`config.mk`:
```
export PLATFORM = sky130hd
export DESIGN_NAME = ad80305_rx_deframer_mc
export DESIGN_NICKNAME = d
export VERILOG_FILES = /design/src/rtl/ad80305_rx_deframer_mc.sv
export SDC_FILE = /design/constraint.sdc
export NUM_CORES = 1
export LEC_CHECK = 0
export ABC_AREA = 1
export CAP_MARGIN = 20
export CORE_MARGIN = 2
export CORE_UTILIZATION = 25
export CTS_CLUSTER_DIAMETER = 150
export DETAILED_ROUTE_END_ITERATION = 8
export RECOVER_POWER = 100
export SLEW_MARGIN = 30
export SYNTH_ARGS = -nofsm -noshare
export SYNTH_HDL_FRONTEND = slang
export SYNTH_SLANG_ARGS = --single-unit
```
`constraint.sdc`:
```
create_clock -name i_rx_clk_p -period 2.3 [get_ports i_rx_clk_p]
set_input_delay 0.345 -clock i_rx_clk_p [delete_from_list [all_inputs] [get_ports i_rx_clk_p]]
set_output_delay 0.345 -clock i_rx_clk_p [all_outputs]
set_load 0.05 [all_outputs]
```
`src/rtl/ad80305_rx_deframer_mc.sv`:
```
// Receive deframer for an AD80305-style DDR IQ interface: aligns to FRAME, qualifies lock over
// whole periods and publishes all channels' I/Q samples together once per good locked period.
module ad80305_rx_deframer_mc #(
  parameter int unsigned LANE_W       = 6,
  parameter int unsigned NUM_CH       = 1,
  parameter int unsigned LOCK_PERIODS = 4,
  parameter int unsigned UNLOCK_ERRS  = 3
) (
  input  logic                         i_rx_clk_p,
  input  logic                         i_fpga_rst_125p,
  input  logic                         i_frame_h,
  input  logic                         i_frame_l,
  input  logic [LANE_W-1:0]            i_data_h,
  input  logic [LANE_W-1:0]            i_data_l,
  input  logic                         i_err_clr,
  output logic                         o_iq_vld,
  output logic [NUM_CH*2*LANE_W-1:0]   o_idata,
  output logic [NUM_CH*2*LANE_W-1:0]   o_qdata,
  output logic                         o_locked,
  output logic [15:0]                  o_err_cnt,
  output logic [1:0]                   o_state
);

  localparam int unsigned SW = 2 * LANE_W;
  localparam int unsigned DW = NUM_CH * SW;
  localparam int unsigned P  = 2 * NUM_CH;
  localparam int unsigned PW = $clog2(P);

  typedef enum logic [1:0] {
    StHunt   = 2'd0,
    StCheck  = 2'd1,
    StLocked = 2'd2
  } state_e;

  state_e          state_q, state_d;
  logic [PW-1:0]   phase_q, phase_d;
  logic            frame_h_q;
  logic            bad_q, bad_d;
  logic [3:0]      good_cnt_q, good_cnt_d;
  logic [3:0]      bad_cnt_q, bad_cnt_d;
  logic [15:0]     err_cnt_q, err_cnt_d;
  logic [DW-1:0]   ish_q, ish_d, qsh_q, qsh_d;
  logic [DW-1:0]   idata_q, idata_d, qdata_q, qdata_d;
  logic            vld_q, vld_d;

  logic detect, active, exp_frame, mismatch, last, period_bad, emit;

  // The detecting cycle in HUNT is itself phase 0, so it takes part in the first period.
  always_comb begin
    detect     = (state_q == StHunt) && i_frame_h && !frame_h_q;
    active     = (state_q != StHunt) || detect;
    exp_frame  = (phase_q < PW'(NUM_CH));
    mismatch   = (i_frame_h != i_frame_l) || (i_frame_h != exp_frame);
    last       = active && (phase_q == PW'(P - 1));
    period_bad = bad_q || mismatch;
    emit       = (state_q == StLocked) && last && !period_bad;
  end

  always_ff @(posedge i_rx_clk_p or negedge i_fpga_rst_125p) begin
    if (!i_fpga_rst_125p) begin
      state_q <= StHunt;
    end else begin
      state_q <= state_d;
    end
  end

  always_comb begin
    state_d = state_q;
    case (state_q)
      StHunt: begin
        if (detect) state_d = StCheck;
      end
      StCheck: begin
        if (last) begin
          if (period_bad) begin
            state_d = StHunt;
          end else if (good_cnt_q == 4'(LOCK_PERIODS - 1)) begin
            state_d = StLocked;
          end
        end
      end
      StLocked: begin
        if (last && period_bad && (bad_cnt_q == 4'(UNLOCK_ERRS - 1))) state_d = StHunt;
      end
      default: state_d = StHunt;
    endcase
  end

  always_comb begin
    o_state   = state_q;
    o_locked  = (state_q == StLocked);
    o_iq_vld  = vld_q;
    o_idata   = idata_q;
    o_qdata   = qdata_q;
    o_err_cnt = err_cnt_q;
  end

  // Phase k carries channel k/2; even phases carry the upper half of each sample.
  always_comb begin
    ish_d = ish_q;
    qsh_d = qsh_q;
    for (int unsigned k = 0; k < P; k++) begin
      if (active && (phase_q == PW'(k))) begin
        ish_d[(k / 2) * SW + ((k % 2 == 0) ? LANE_W : 0) +: LANE_W] = i_data_l;
        qsh_d[(k / 2) * SW + ((k % 2 == 0) ? LANE_W : 0) +: LANE_W] = i_data_h;
      end
    end
  end

  always_comb begin
    phase_d    = (active && !last) ? phase_q + 1'b1 : '0;
    bad_d      = active && !last && period_bad;
    good_cnt_d = good_cnt_q;
    bad_cnt_d  = bad_cnt_q;
    err_cnt_d  = err_cnt_q;

    if (detect) begin
      good_cnt_d = '0;
      bad_cnt_d  = '0;
    end else if ((state_q == StCheck) && last && !period_bad) begin
      good_cnt_d = good_cnt_q + 4'd1;
    end else if ((state_q == StLocked) && last) begin
      bad_cnt_d = (!period_bad || (state_d == StHunt)) ? 4'd0 : bad_cnt_q + 4'd1;
    end

    if (i_err_clr) begin
      err_cnt_d = '0;
    end else if (last && period_bad && (err_cnt_q != 16'hFFFF)) begin
      err_cnt_d = err_cnt_q + 16'd1;
    end

    vld_d   = emit;
    idata_d = emit ? ish_d : idata_q;
    qdata_d = emit ? qsh_d : qdata_q;
  end

  always_ff @(posedge i_rx_clk_p or negedge i_fpga_rst_125p) begin
    if (!i_fpga_rst_125p) begin
      phase_q    <= '0;
      frame_h_q  <= 1'b0;
      bad_q      <= 1'b0;
      good_cnt_q <= '0;
      bad_cnt_q  <= '0;
      err_cnt_q  <= '0;
      ish_q      <= '0;
      qsh_q      <= '0;
      idata_q    <= '0;
      qdata_q    <= '0;
      vld_q      <= 1'b0;
    end else begin
      phase_q    <= phase_d;
      frame_h_q  <= i_frame_h;
      bad_q      <= bad_d;
      good_cnt_q <= good_cnt_d;
      bad_cnt_q  <= bad_cnt_d;
      err_cnt_q  <= err_cnt_d;
      ish_q      <= ish_d;
      qsh_q      <= qsh_d;
      idata_q    <= idata_d;
      qdata_q    <= qdata_d;
      vld_q      <= vld_d;
    end
  end

endmodule

```
-- After elaboration in Yosys (flattened, before gate mapping)
Cells that the tools add are included.
- flip-flop bits (word level): 78
- logic and storage cells: 72
- output and inout port bits: 44
- eq/ne operators: 8
- reduce and logical (&&, ||, !) cells: 27
- $add $sub $neg: 4
- muxes and demuxes: 19
- bitwise operators: 1
- magnitude comparators: 1
- operators by type and width (cell ; number):
    $mux 16 ; 2
    $mux 4 ; 6
    $mux 6 ; 4
    $add 16x1->16 const B ; 1
    $ne 16x16->1 const B ; 1
    $logic_and 1x1->1 ; 13
    $mux 2 ; 5
    $add 4x1->4 const B ; 2
    $eq 4x2->1 const B ; 2
    $reduce_bool 2->1 ; 4
    $pmux 2 s3 ; 1
    $logic_not 2->1 ; 2
    $logic_or 1x1->1 ; 4
    $logic_not 1->1 ; 3
    $eq 2x1->1 const B ; 1
    $eq 2x2->1 const B ; 1
    $ne 1x1->1 ; 2
    $ne 2x2->1 const B ; 1
    $reduce_and 2->1 ; 1
    $add 1x1->1 const B ; 1
    $lt 1x1->1 const B ; 1
    $mux 1 ; 1
    $not 1->1 ; 1

-- Depth between registers and ports, before layout
- depth in word-level cells: 15
- mapped depth: 12
- gate-level depth less buffers: 12

-- Least setup slack after synthesis
Ideal clock, no wire load.
- path kind: reg2reg
- from: reg state_q[1], in the netlist o_state[1]
- to: reg idata_q[0], in the netlist o_idata[0]
- cell stages (with the launch flop): 9
- period minus slack after synthesis: 2.315 ns
- path slack: -0.015 ns
- path buffers: 1
- arrival time: 2.190 ns
- cells stage by stage: dfrtp_1 -> inv_1 -> nor2_2 -> inv_1 -> nor2_2 -> inv_2 -> nor2_8 -> buf_6 -> mux2_2
- elaborated cells between the ends (all ways): 10
- those cells by class: eq/ne: 1; mux: 1; reduce/logical: 8
- RTL lines (item ; RTL line ; source):
    start: declaration ; 35 ; state_e state_q, state_d;
    start signal: assignment ; 61 ; state_q <= StHunt;
    start signal: assignment ; 63 ; state_q <= state_d;
    $eq 2x2->1 ; -- ;
    named net o_locked ; 19 ; output logic o_locked,
    $logic_and 1x1->1 (2 in a row) ; 56 ; emit = (state_q == StLocked) && last && !period_bad;
    end signal: assignment ; 159 ; idata_q <= idata_d;
    end: declaration ; 43 ; logic [DW-1:0] idata_q, idata_d, qdata_q, qdata_d;
The timed path passes the listed nets, and every way through them passes these cells.
A chain may end at the register's enable or synchronous reset.

-- Final worst setup path
- from: reg state_q[0], in the netlist o_state[0]
- to: out o_locked
- longest elaborated chain between the ends: 1
- ends and longest elaborated chain (item ; RTL line ; source):
    $eq 2x2->1 ; 91 ; o_locked = (state_q == StLocked);
    end: declaration ; 19 ;
No other way between the ends.

==> impl_metrics.json <==
{
  "final_common_cell": "nand2_1",
  "setup_viol": 0,
  "cts_root_buffer": "clkbuf_16",
  "async_flop_share": 1.00,
  "status": "complete, no violations",
  "ant_nets": 0,
  "die_y_um": 124,
  "dp_hpwl_um": 5700,
  "htreeDepth": 3,
  "gp_congestion": 0.839,
  "peakVddDrop_mv": 0.413,
  "antenna_found_initial": 0,
  "core_sq_mm": 0.0140,
  "maxCapViolCount": 0,
  "io_pins": 61,
  "nNetsFinal": 461,
  "cts_tree": "yes",
  "dieArea_sq_mm": 0.0154,
  "cts_buffer_depth": 2,
  "area_growth_pct": 29.0,
  "worstPathArrival_ns": 1.74,
  "ys.warnings.count": 0,
  "overflow": 0,
  "synth_edf_count": 0,
  "drcViolationCount": 0,
  "hold_slack_ns": 0.182,
  "synth_cell_types": 36,
  "crit_start": "o_state[0]",
  "power_density_mw_per_mm2": 887,
  "cp.required_ns": 1.96,
  "start_util": 0.258,
  "r2r-start": "o_state[0]",
  "hold_path_class": "in2async",
  "clk_pin_slew_ns": 0.06,
  "post_cts_resized": 0,
  "grt_pass1_wl_um": 13800,
  "grt_max_degree": 42,
  "synth_area_sq_mm": 0.00361,
  "total_power_mw": 4.13,
  "period_minus_slack_ns": 2.08,
  "cts_inserted_buffers": 9,
  "final_core_util": 0.333,
  "synth-main-ff-cell": "dfrtp_1",
  "end_kind": "output pin",
  "placed_area_sq_mm": 0.00443,
  "layout_worst_path_cycle_share": 0.906,
  "drt_iter0_drc": 115,
  "hold_viol_final": 0,
  "synth_seq_cells": 78,
  "grt_usage": 0.116,
  "slew_headroom": 0.303,
  "crit_type": "reg2out",
  "power_leakage_nw": 2.27,
  "cts_hold_buf": 0,
  "dr.pass1.iters": 4,
  "portBuffers": 60,
  "path_max_fanout": 5,
  "finalClockSkew_ns": 0.00635,
  "layout-drive-gt1-share": 0.139,
  "synth_nets": 393,
  "fin_setup_tns_ns": 0,
  "slew_viol_final": 0,
  "avgSynthCellArea_sq_um": 9.70,
  "layout_setup_ws_ns": 0.217,
  "cts_setup_buffers": 0,
  "worst_pin_slew_ns": 1.05,
  "fmax_mhz": 480,
  "fin_area_sq_mm": 0.00465,
  "wl_um": 8090,
  "antenna_cells": 0,
  "viasPerCell": 4.29,
  "final_cell_mix": "83 x nand2_1, 78 x dfrtp_1, 44 x dlygate4sd3_1, 40 x inv_1, 32 x o21ai_0",
  "rows": 43,
  "clk_latency_ns": 0.33,
  "dieWidth_um": 124,
  "clkSinkCount": 78,
  "nFillCells": 1470,
  "place_inst": 609,
  "ys_seq_area_frac": 0.541,
  "synthCells": 372,
  "vias": 2684,
  "rsz0062_at_grt": "no",
  "crit_path_start_kind": "flop",
  "place_ws_ns": 0.138,
  "wl_per_cell_um": 12.9,
  "grt_pass1_vias": 2802,
  "finalNonFillerCells": 625
}
[report_power, final]
group	total [mW]	switching (mW)	leakage [nW]	internal [mW]
Combinational	1.02	0.697	1.09	0.321
Clock	1.34	0.578	0.132	0.765
Sequential	1.77	0.121	1.04	1.64
Total	4.13	1.40	2.27	2.73
[worst max-delay path: stages (launching register included)]
cell and delay, ns:
dfrtp_1 0.43, nor2_4 0.15, clkdlybuf4s50_1 0.82
[per-layer routing]
layer | global-route usage | routed length (um)
met3 | 0.0357 | 360
met5 | 0 | 0
met4 | 0.0442 | 139
met2 | 0.195 | 3940
met1 | 0.139 | 3650
[flip-flops by register name, summed over array words and instances, names as in the netlist]
register    cells
o_state         2
bad_q           1
good_cnt_q      4
o_idata        12
o_iq_vld        1
phase_q         1
bad_cnt_q       4
ish_q          12
qsh_q          12
o_qdata        12
frame_h_q       1
o_err_cnt      16
[path summary, 6_finish.rpt]
check	to	slack [ns]	cells after the start
min	o_err_cnt[4]	0.18	1
max reg2reg	o_idata[1]	0.31	6
max	o_locked	0.22	2
min reg2reg	o_qdata[5]	0.49	1
min in group i_rx_clk_p	o_qdata[5]	0.49	1
max in group asynchronous	ish_q[6]	0.65	2
[cell usage after synthesis (2+ instances only)]
cell,instances,share of area
nand2_1,80,0.083
dfrtp_1,78,0.54
inv_1,40,0.042
o21ai_0,28,0.039
nand3_1,25,0.035
nor2_1,25,0.026
mux2_2,23,0.072
nor3_1,9,0.012
nand2_2,6,0.010
nand4_1,6,0.010
xor2_1,6,0.015
buf_2,5,0.0069
ha_1,4,0.014
a21oi_2,3,0.0073
nor2_2,3,0.0052
nor2_8,3,0.017
o21ai_1,3,0.0042
a21oi_1,2,0.0028
buf_6,2,0.0062
inv_2,2,0.0021
nand3b_1,2,0.0042
o21ai_2,2,0.0049
xnor2_1,2,0.0049
[final cells by class]
cell class	count	area, sq um	share of cell area
multi-input combinational	242	1390	0.298
sequential	78	1950	0.419
clock buffer	10	239	0.0514
clock inverter	6	45.0	0.00968
tap	180	225	0.0484
inverter	44	168	0.0360
timing repair buffer	65	639	0.137
[logic make-up (layout without fill, tap and decap cells)]
| logic type | count (synthesis) | in the layout | synth area share |
|---|---|---|---|
| and+or+nand+nor | 164 | 164 | 0.219 |
| AOI/OAI and AO/OA | 41 | 41 | 0.0638 |
| DFF | 78 | 78 | 0.541 |
| xor gates and xnor gates | 8 | 8 | 0.0194 |
| adders and majority gates | 4 | 4 | 0.0139 |
| muxes | 25 | 25 | 0.0777 |
| buffers and inverters | 52 | 125 | 0.0652 |
Power figures use the tool's default switching activity.
